File: src/rtl/contador_bcd_mux.sv
// Two-digit BCD up/down counter (00-99) with prescaled count rate and a
// time-multiplexed digit output for a 2-digit common-anode display.
module contador_bcd_mux #(
  parameter int unsigned PRESCALE = 50000000,
  parameter int unsigned SCAN_DIV = 50000
) (
  input  logic       clk,
  input  logic       rst_n,
  input  logic       en,
  input  logic       up,
  input  logic       clr,
  input  logic       load,
  input  logic [7:0] valor,
  input  logic       blank_zero,
  output logic       A,
  output logic       B,
  output logic       C,
  output logic       D,
  output logic [1:0] an,
  output logic       fim,
  output logic [3:0] dezenas,
  output logic [3:0] unidades
);

  localparam int unsigned PW = $clog2(PRESCALE);
  localparam int unsigned SW = $clog2(SCAN_DIV);
  localparam logic [PW-1:0] PRESC_MAX = PW'(PRESCALE - 1);
  localparam logic [SW-1:0] SCAN_MAX  = SW'(SCAN_DIV - 1);

  logic [PW-1:0] presc_q, presc_d;
  logic [SW-1:0] scan_q, scan_d;
  logic          sel_q, sel_d;
  logic [3:0]    tens_q, tens_d;
  logic [3:0]    units_q, units_d;
  logic          fim_q, fim_d;
  logic          tick;
  logic [3:0]    digit;

  function automatic logic [3:0] sat9(input logic [3:0] n);
    return (n > 4'd9) ? 4'd9 : n;
  endfunction

  assign tick = en && (presc_q == PRESC_MAX);

  always_comb begin
    presc_d = presc_q;
    tens_d  = tens_q;
    units_d = units_q;
    fim_d   = 1'b0;
    if (clr) begin
      presc_d = '0;
      tens_d  = '0;
      units_d = '0;
    end else if (load) begin
      presc_d = '0;
      tens_d  = sat9(valor[7:4]);
      units_d = sat9(valor[3:0]);
    end else if (en) begin
      presc_d = tick ? '0 : presc_q + 1'b1;
      if (tick) begin
        if (up) begin
          if (units_q == 4'd9) begin
            units_d = '0;
            if (tens_q == 4'd9) begin
              tens_d = '0;
              fim_d  = 1'b1;
            end else begin
              tens_d = tens_q + 4'd1;
            end
          end else begin
            units_d = units_q + 4'd1;
          end
        end else begin
          if (units_q == 4'd0) begin
            units_d = 4'd9;
            if (tens_q == 4'd0) begin
              tens_d = 4'd9;
              fim_d  = 1'b1;
            end else begin
              tens_d = tens_q - 4'd1;
            end
          end else begin
            units_d = units_q - 4'd1;
          end
        end
      end
    end
  end

  // Scan divider free-runs; only reset affects it.
  always_comb begin
    scan_d = scan_q + 1'b1;
    sel_d  = sel_q;
    if (scan_q == SCAN_MAX) begin
      scan_d = '0;
      sel_d  = ~sel_q;
    end
  end

  always_ff @(posedge clk or negedge rst_n) begin
    if (!rst_n) begin
      presc_q <= '0;
      scan_q  <= '0;
      sel_q   <= 1'b0;
      tens_q  <= '0;
      units_q <= '0;
      fim_q   <= 1'b0;
    end else begin
      presc_q <= presc_d;
      scan_q  <= scan_d;
      sel_q   <= sel_d;
      tens_q  <= tens_d;
      units_q <= units_d;
      fim_q   <= fim_d;
    end
  end

  // 4'b1111 falls into the decoder's default branch, blanking the digit.
  always_comb begin
    if (sel_q) begin
      an    = 2'b01;
      digit = (blank_zero && (tens_q == 4'd0)) ? 4'b1111 : tens_q;
    end else begin
      an    = 2'b10;
      digit = units_q;
    end
  end

  assign {A, B, C, D} = digit;
  assign fim          = fim_q;
  assign dezenas      = tens_q;
  assign unidades     = units_q;

endmodule
File: config.mk
export PLATFORM = sky130hd
export DESIGN_NAME = contador_bcd_mux
export DESIGN_NICKNAME = d
export VERILOG_FILES = /design/src/rtl/contador_bcd_mux.sv
export SDC_FILE = /design/constraint.sdc
export NUM_CORES = 1
export LEC_CHECK = 0
export ABC_CLOCK_PERIOD_IN_PS = 2650
export BUFFER_PORTS_ARGS = -buffer_cell sky130_fd_sc_hd__buf_2
export CAP_MARGIN = 20
export CORE_UTILIZATION = 30
export DETAILED_ROUTE_END_ITERATION = 10
export GPL_TIMING_DRIVEN = 0
export SETUP_SLACK_MARGIN = 0.2
export SYNTH_ARGS = -nofsm -noshare
export SYNTH_HDL_FRONTEND = slang
export SYNTH_SLANG_ARGS = --single-unit
File: constraint.sdc
create_clock -name clk -period 2.65 [get_ports clk]
set_input_delay 0.3975 -clock clk [delete_from_list [all_inputs] [get_ports clk]]
set_output_delay 0.3975 -clock clk [all_outputs]
set_load 0.02 [all_outputs]
==> impl_metrics.py, run 1 <==
metrics = {
    "critical_path": {
        "slowest_stage": "dfrtp_1",
        "worstRegToRegCells": 7,
        "arrival_ps": 2540,
        "cp-end-kind": "register",
        "r2r_start": "unidades[0]",
        "worst-path-buf-inv": 1,
        "crit_fanout": 8,
        "slowest_delay_ps": 480,
        "reg2reg_to": "dezenas[3]",
        "crit_chain": "inv_1 > ha_1 > or3b_1 > a21o_1 > or3_4 > a2111o_1 > o21ai_2",
        "cp.required_ps": 2910,
        "critPathKind": "reg -> reg",
        "cp-start-kind": "register",
        "r2r_slack_ps": 370,
        "cp_top_family": "simple AND/OR/NAND/NOR gates",
    },
    "yosys": {
        "yosysTopAreaCell": "dfrtp_1",
        "yosysSeqAreaShare_pct": 40.4,
        "synth_nets": 385,
        "ys_types": 57,
        "synth-edff-count": 0,
        "ys_ff_latch": 52,
        "synth_area_sq_mm": 0.00322,
        "yosysWarnings": 0,
        "synth_ff_type": "dfrtp_1",
        "netlist_instances": 362,
        "avgSynthCellArea_sq_um": 8.91,
        "yosys-top-cells-area": "dfrtp_1 40%, nor2_1 6.2%, xnor2_1 5.2%, xor2_1 4.3%, nand2_1 3.1%",
        "synthArstFlopShare_pct": 100,
        "yosysTopAreaCellShare_pct": 40.4,
    },
    "timing": {
        "hold_viol_final": 0,
        "finalCritPeriodShare_pct": 85.9,
        "period_minus_slack_ps": 2280,
        "setup_tns_ps": 0,
        "tightest_slew_ps": 669,
        "finalClockSkew_ps": 19.3,
        "maxSlewViolCount": 0,
        "rsz0062_at_grt": "no",
        "setup_viol": 0,
        "timing.hold.ws_ps": 355,
        "max_freq_mhz": 439,
        "maxSlewHeadroom_pct": 55.2,
    },
    "floorplan": {
        "die_w_um": 106,
        "die_h_um": 106,
        "ios": 30,
        "core_sq_mm": 0.0104,
        "start_util_pct": 31.1,
        "dieArea_sq_mm": 0.0112,
        "rows": 37,
    },
    "power_and_ir_drop": {
        "p_leak_nw": 1.53,
        "clock_power_share_pct": 32.4,
        "combinationalPowerShare_pct": 13.7,
        "p_switching_uw": 443,
        "ir_drop_mv": 0.267,
        "internal-power_mw": 1.07,
        "pwr-share-seq_pct": 53.9,
        "sw_frac_of_total_pct": 29.2,
        "p_per_area_mw_per_mm2": 412,
    },
    "placement": {
        "portBuffers": 29,
        "placed_cell_area_sq_mm": 0.00356,
        "hpwlAfterDp_um": 5590,
        "gp_congestion": 0.814,
        "placed_cells": 528,
    },
    "cells_and_area": {
        "final-seq-area_sq_mm": 0.00130,
        "syn2layout_area_growth_pct": 14.1,
        "multi_input_area_sq_mm": 0.00180,
        "final_area_sq_mm": 0.00368,
        "final-instance-count-excl-fill": 537,
        "layout.nets": 423,
        "fin_util_pct": 35.5,
        "fill_cells": 1062,
        "n_antenna_cell": 0,
        "drive_gt1_share_pct": 14.7,
    },
    "flow_run": {
        "max_cap_viol_count": 0,
    },
    "global_route": {
        "grt_remaining_overflow": 0,
        "grt_max_degree": 39,
        "grt_first_pass_wirelength_um": 13100,
        "first_global_vias": 2644,
        "grt_antenna_before_repair": 0,
        "track_usage_pct": 14.5,
    },
    "hold_path": {
        "worstHoldStart": "valor[5]",
        "hp-class": "in -> reg",
        "hold_path_depth": 3,
        "hold-path-endpoint": "dezenas[1]",
    },
    "routing": {
        "drc": 0,
        "drt_iter0_markers": 173,
        "wire_per_inst_um": 14.0,
        "wirelength_um": 7510,
        "via_count": 2747,
        "ant_nets": 0,
        "dr.pass1.iters": 4,
        "vias_per_cell": 5.12,
    },
    "cts": {
        "clockBufferDepth": 2,
        "cts.clk_slew.worst_paths_ps": 110,
        "clkSinkCount": 52,
        "cts_buffers": 5,
        "postCtsSetupRepairBufs": 0,
        "cts_max_level": 2,
        "root_buffer": "clkbuf_8",
        "clk_latency_ps": 320,
        "cts_tree": "done",
    },
    "run_status": {
        "status": "complete, no violations",
    },
}
[layout make-up]
class | instances | area share [%]
well taps | 136 | 4.63
repair buffers | 31 | 4.76
flip-flops and latches | 52 | 35.4
inverters | 13 | 1.33
clock buffers | 5 | 1.87
multi-input cells | 278 | 49.0
clock inverters | 3 | 0.714
plain buffers | 19 | 2.28
[state kept, by name, summed over array words and instances, names as in the netlist]
name	count
dezenas	4
fim	1
presc_q	26
scan_q	16
sel_q	1
unidades	4
[timing repair]
action | 4_1_cts | 5_1_grt
setup endpoints to repair | 2 | 4
gates resized for setup | 1 | 1
hold buffers | 1 | 0
hold endpoints to repair | 1 | 0
[tightest hold or removal path, delay by kind of cell]
kind            cells  cell delay (ps)
compound gates      1               90
simple gates        1               50
buf+inv             1              110
[cell usage after synthesis, types with 6 or more instances]
cell / n
buf_2: 6
nor3b_1: 6
nor3_1: 11
inv_1: 13
nand4_1: 11
clkbuf_1: 11
nand3_1: 16
dfrtp_1: 52
xnor2_1: 19
and4_1: 6
xor2_1: 16
nor4_1: 8
nand2_1: 27
o21ai_0: 15
ha_1: 8
a21oi_1: 14
nor2_1: 53
and3_1: 10
[power groups by stage]
stage / clock network [mW] / logic [mW] / registers (mW)
finish: 0.491 / 0.208 / 0.817
global route: 0.544 / 0.234 / 0.820
CTS: 0.506 / 0.210 / 0.817
detailed placement: 0 / 0.206 / 0.833
global placement: 0 / 0.202 / 0.833
floorplan: 0 / 0.119 / 0.841
[placed cells by master, fill, tap and decap left out, types with 13 or more instances in the layout]
master	n
inv_1	13
o21ai_0	15
a21oi_1	14
xnor2_1	19
nand2_1	27
xor2_1	16
nor2_1	53
buf_2	35
dfrtp_1	52
nand3_1	16
[logic make-up after synthesis]
kind of cell             Yosys count  share of synthesized area [%]
buffers and inverters             32                           4.11
flip-flops                        52                           40.4
multiplexers                       2                           1.01
XOR/XNOR                          35                           9.51
AO/OA/AOI/OAI                     62                           12.7
AND/OR/NAND/NOR                  171                           29.2
adder cells (fa/ha/maj)            8                           3.10
[per-layer routing]
metal	up-vias	wire length (um)	share of wire, %	GRT usage, %
met2	50	3480	46	23.7
met4	0	91	1.2	4.76
met3	6	191	2.5	1.92
li1	1367	-	-	-
met5	-	0	0	0
met1	1324	3740	50	19.7
[stage by stage]
step | worst slack [ps] | total power, mW
floorplan | 504 | 0.960
global placement | 400 | 1.03
detailed placement | 372 | 1.04
CTS | 324 | 1.53
global route | 200 | 1.60
finish | 374 | 1.52
[worst max-delay path by stage]
stage	from	to	slack [ps]	cells past startpoint
floorplan	unidades[0]	dezenas[3]	500	7
global placement	unidades[0]	dezenas[2]	400	7
detailed placement	unidades[0]	dezenas[2]	370	7
CTS	dezenas[0]	A	320	6
global route	dezenas[0]	D	200	7
finish	unidades[0]	dezenas[3]	370	7
Note: power is estimated with default switching activity, not from simulation.
==> run 2: changes to the inputs <==
CELL_PAD_IN_SITES_DETAIL_PLACEMENT = 1   (was default)
CELL_PAD_IN_SITES_GLOBAL_PLACEMENT = 2   (was default)
GPL_ROUTABILITY_DRIVEN = 1   (was default)
PLACE_DENSITY_LB_ADDON = 0.1   (was default)
==> run 2 against run 1 <==
  * Maximum frequency is 2.4% lower
  * Setup slack got worse by 55 ps
  * Die area stayed put
  * Total power rose by 7.1%
  * Clock-buffer cell count unchanged
  * Sequential share of layout area shrank 0.24 points
  * Utilization rose by 0.28 points
  * Critical endpoint is now D
  * Register-to-register slack about the same
  * Cell count increased by 0.19%
  * Clock skew fell by 8.8 ps
  * Clock power increased by 20%
  * Sequential power hardly changed
==> impl_metrics.py, run 2 (synthesis results as in run 1) <==
metrics = {
    "routing": {
        "wirelength_um": 8940,
        "ant_nets": 0,
        "dr.pass1.iters": 4,
        "wire_per_inst_um": 16.6,
        "vias_per_cell": 5.14,
        "drt_iter0_markers": 110,
        "drc": 0,
        "via_count": 2766,
    },
    "floorplan": {
        "die_w_um": 106,
        "rows": 37,
        "start_util_pct": 31.1,
        "dieArea_sq_mm": 0.0112,
        "die_h_um": 106,
        "ios": 30,
        "core_sq_mm": 0.0104,
    },
    "hold_path": {
        "hp-class": "in -> async",
    },
    "global_route": {
        "first_global_vias": 2915,
        "grt_max_degree": 38,
        "track_usage_pct": 17.0,
        "grt_first_pass_wirelength_um": 15200,
        "grt_remaining_overflow": 0,
        "grt_antenna_before_repair": 0,
    },
    "cts": {
        "clk_latency_ps": 310,
        "cts.clk_slew.worst_paths_ps": 110,
        "root_buffer": "clkbuf_8",
        "cts_max_level": 2,
        "clockBufferDepth": 2,
        "cts_buffers": 5,
        "cts_hold_buf": 0,
        "cts_tree": "done",
        "clkSinkCount": 52,
    },
    "timing": {
        "max_freq_mhz": 429,
        "finalClockSkew_ps": 10.5,
        "maxSlewHeadroom_pct": 50.2,
        "setup_viol": 0,
        "hold_viol_final": 0,
        "rsz0062_at_grt": "yes",
        "timing.hold.ws_ps": 17.7,
        "tightest_slew_ps": 744,
        "finalCritPeriodShare_pct": 87.9,
        "maxSlewViolCount": 0,
        "period_minus_slack_ps": 2330,
        "setup_tns_ps": 0,
    },
    "critical_path": {
        "cp_top_family": "flip-flops",
        "cp-start-kind": "register",
        "arrival_ps": 1930,
        "cp.required_ps": 2250,
        "critPathKind": "reg -> out",
        "crit_fanout": 10,
        "worst-path-buf-inv": 2,
        "slowest_stage": "dfrtp_1",
        "crit_chain": "inv_1 > ha_2 > nand2_1 > o31ai_4 > nor2_1 > a21oi_1 > buf_2",
        "cp-end-kind": "primary output",
        "slowest_delay_ps": 530,
    },
    "cells_and_area": {
        "regMostFlops": "presc_q",
        "n_antenna_cell": 0,
        "final_common_cell": "nor2_1",
        "largestRegisters": "presc_q: 26 flops, scan_q: 16 flops",
        "largest_reg_flops": 26,
        "layout.nets": 424,
        "drive_gt1_share_pct": 15.9,
        "final_cell_mix": "53 x nor2_1, 51 x dfrtp_1, 35 x buf_2",
        "syn2layout_area_growth_pct": 15.0,
        "final-instance-count-excl-fill": 538,
    },
    "power_and_ir_drop": {
        "fin_total_pwr_mw": 1.62,
        "p_leak_nw": 1.54,
        "ir_drop_mv": 0.183,
        "p_per_area_mw_per_mm2": 438,
    },
    "placement": {
        "gp_congestion": 0.739,
        "placed_cells": 528,
        "portBuffers": 29,
        "hpwlAfterDp_um": 6540,
    },
    "run_status": {
        "status": "complete, no violations",
    },
    "flow_run": {
        "max_cap_viol_count": 0,
    },
}
==> run 2: worst paths after layout <==
path / startpoint / to / cells past startpoint / slack (ps)
max: dezenas[0] / D / 7 / 320
min: rst_n / unidades[3] / 1 / 20
max reg2reg: unidades[0] / dezenas[2] / 7 / 370
min reg2reg: scan_q[0] / scan_q[0] / 1 / 460
max in group asynchronous: rst_n / dezenas[1] / 2 / 2070
min in group clk: valor[5] / dezenas[1] / 3 / 360
==> run 2: repair_timing <==
| action | in CTS | in global routing |
|---|---|---|
| pin swaps | 0 | 1 |
| gates cloned | 0 | 0 |
| endpoints found under the setup margin | 4 | 6 |
| endpoints found under the hold margin | 0 | 0 |
| setup buffers | 0 | 2 |
| resized for setup | 1 | 4 |
==> run 2: power by group <==
group	switching (mW)	internal [mW]
combinational	0.140	0.0757
clock	0.304	0.286
sequential	0.0166	0.803
==> run 2: final cells by class <==
class	instances	area, sq um
inverter	13	48.8
fill	1243	6660
buffer	19	83.8
clock inverter	3	46.3
sequential	52	1300
multi-input combinational	278	1810
clock buffer	5	68.8
tap	136	170
timing repair buffer	32	180
==> run 2: stage by stage <==
stage          cell area [sq um]  utilization, %  worst slack (ps)
3_3_place_gp                3540            34.1               290
2_1_floorplan               3220               -               504
5_1_grt                     3710            35.8               186
4_1_cts                     3680            35.5               224
3_5_place_dp                3560            34.3               300
6_report                    3710            35.8               320
==> run 2: routing by layer <==
| layer | wire length [um] | share of wire, % | global-route usage (%) | vias up |
|---|---|---|---|---|
| met5 | 0 | 0 | 0 | - |
| met4 | 64 | 0.72 | 3.57 | 0 |
| met3 | 167 | 1.9 | 2.16 | 4 |
| met2 | 4230 | 47 | 28.1 | 25 |
| met1 | 4480 | 50 | 23.7 | 1368 |
| li1 | - | - | - | 1369 |
==> run 3: changes to the inputs <==
==> constraint.sdc (replaced) <==
create_clock -name clk -period 2.65 [get_ports clk]
set_input_delay 0.265 -clock clk [delete_from_list [all_inputs] [get_ports clk]]
set_output_delay 0.265 -clock clk [all_outputs]
set_load 0.02 [all_outputs]
==> run 3 against run 2 <==
  * Register-to-register slack got worse by 40 ps
  * Critical path depth unchanged
  * Non-clock buffer count grew 1
  * Sequential share of layout area hardly changed
  * Sequential power about the same
==> impl_metrics.py, run 3 (synthesis results as in run 1) <==
metrics = {
    "global_route": {
        "grt_first_pass_wirelength_um": 15200,
        "track_usage_pct": 17.0,
        "grt_remaining_overflow": 0,
        "grt_antenna_before_repair": 0,
        "grt_max_degree": 38,
        "first_global_vias": 2915,
    },
    "cts": {
        "cts_max_level": 2,
        "clk_latency_ps": 310,
        "cts_buffers": 5,
        "clkSinkCount": 52,
        "root_buffer": "clkbuf_8",
        "cts_tree": "done",
        "clockBufferDepth": 2,
        "cts.clk_slew.worst_paths_ps": 110,
    },
    "floorplan": {
        "ios": 30,
        "die_h_um": 106,
        "core_sq_mm": 0.0104,
        "rows": 37,
        "start_util_pct": 31.1,
        "dieArea_sq_mm": 0.0112,
        "die_w_um": 106,
    },
    "cells_and_area": {
        "fill_cells": 1247,
        "n_antenna_cell": 0,
        "drive_gt1_share_pct": 15.4,
        "largestRegisters": "presc_q: 26 flops, scan_q: 16 flops",
        "syn2layout_area_growth_pct": 14.9,
        "final_cell_mix": "53 x nor2_1, 52 x dfrtp_1, 35 x buf_2",
        "layout.nets": 425,
        "final_common_cell": "nor2_1",
        "regMostFlops": "presc_q",
        "largest_reg_flops": 26,
    },
    "timing": {
        "finalCritPeriodShare_pct": 87.5,
        "max_freq_mhz": 431,
        "maxSlewHeadroom_pct": 49.9,
        "maxSlewViolCount": 0,
        "finalClockSkew_ps": 9.25,
        "hold_viol_final": 0,
        "setup_viol": 0,
        "timing.hold.ws_ps": 227,
        "tightest_slew_ps": 748,
        "setup_tns_ps": 0,
        "period_minus_slack_ps": 2320,
        "rsz0062_at_grt": "yes",
    },
    "critical_path": {
        "critPathKind": "reg -> reg",
        "cp.required_ps": 2840,
        "r2r_slack_ps": 330,
        "cp-start-kind": "register",
        "cp_top_family": "simple AND/OR/NAND/NOR gates",
        "slowest_stage": "dfrtp_1",
        "arrival_ps": 2510,
        "cp-end-kind": "register",
        "crit_fanout": 8,
        "r2r_start": "unidades[0]",
        "worstRegToRegCells": 7,
        "worst-path-buf-inv": 1,
        "crit_chain": "inv_2 > ha_1 > or3b_1 > a21o_1 > or3_4 > o21ai_0 > a22oi_1",
        "reg2reg_to": "dezenas[2]",
        "slowest_delay_ps": 500,
    },
    "placement": {
        "gp_congestion": 0.739,
        "portBuffers": 29,
        "hpwlAfterDp_um": 6540,
    },
    "routing": {
        "vias_per_cell": 5.15,
        "wire_per_inst_um": 16.6,
        "wirelength_um": 8940,
        "dr.pass1.iters": 4,
        "drc": 0,
        "via_count": 2778,
        "ant_nets": 0,
        "drt_iter0_markers": 115,
    },
    "power_and_ir_drop": {
        "ir_drop_mv": 0.183,
        "p_per_area_mw_per_mm2": 438,
        "p_leak_nw": 1.55,
    },
    "hold_path": {
        "hold_path_depth": 3,
        "worstHoldStart": "valor[5]",
        "hp-class": "in -> reg",
        "hold-path-endpoint": "dezenas[1]",
    },
    "flow_run": {
        "max_cap_viol_count": 0,
    },
    "run_status": {
        "status": "complete, no violations",
    },
}
-- run 3: changes by cell type in the layout (fill, tap and decap cells not counted), sizes merged --
cell / previous run / this run
dlygate4sd3: 0 / 1
-- run 3: routing by layer --
metal	GRT usage (%)	vias to the layer above	wire length, um
li1	-	1368	-
met5	0	-	0
met4	3.57	0	64
met2	28.1	25	4220
met1	23.7	1381	4470
met3	2.16	4	176
-- run 3: area by class of cell --
cell class                 count  area [sq um]  share of cell area [%]
multi-input combinational    278          1800                    48.5
sequential                    52          1300                    35.1
timing repair buffer          33           190                    5.13
tap                          136           170                    4.59
buffer                        19          83.8                    2.26
clock buffer                   5          68.8                    1.86
inverter                      13          48.8                    1.32
clock inverter                 3          46.3                    1.25
-- run 3: how the worst max path moves through the flow --
stage	slack [ps]	to	startpoint	cells past startpoint
finish	330	dezenas[2]	unidades[0]	7
global route	170	dezenas[0]	unidades[0]	8
CTS	240	C	dezenas[0]	7
detailed placement	300	dezenas[2]	unidades[0]	7
global placement	290	dezenas[2]	unidades[0]	7
floorplan	500	dezenas[3]	unidades[0]	7
-- run 3: repair_timing --
item | in CTS | in global routing
hold buffers | 1 | 0
resized for setup | 0 | 2
hold endpoints to repair | 15 | 0
buffers inserted | 0 | 2
endpoints found under the setup margin | 0 | 6
-- run 3: stage by stage --
stage                     area [sq um]  power [mW]  utilization (%)  setup WS (ps)  std cells
after floorplan                   3220       0.960                -            504        362
after global placement            3540        1.04             34.1            290        527
after detailed placement          3560        1.05             34.3            300        528
after CTS                         3680        1.65             35.5            245        537
after global routing              3700        1.71             35.7            174        539
final                             3700        1.62             35.7            331        539
-- run 3: power by group --
part | total, mW | switching [mW] | leakage, nW | internal [mW]
sequential | 0.819 | 0.0167 | 0.705 | 0.802
combinational | 0.215 | 0.139 | 0.790 | 0.0759
clock | 0.587 | 0.302 | 0.0548 | 0.286
total | 1.62 | 0.457 | 1.55 | 1.16
-- run 3: worst min-delay path: cells and delay by family --
family / cells / cell delay [ps]
AOI/OAI and AO/OA: 1 / 100
buffers and inverters: 1 / 90
and+or+nand+nor: 1 / 40
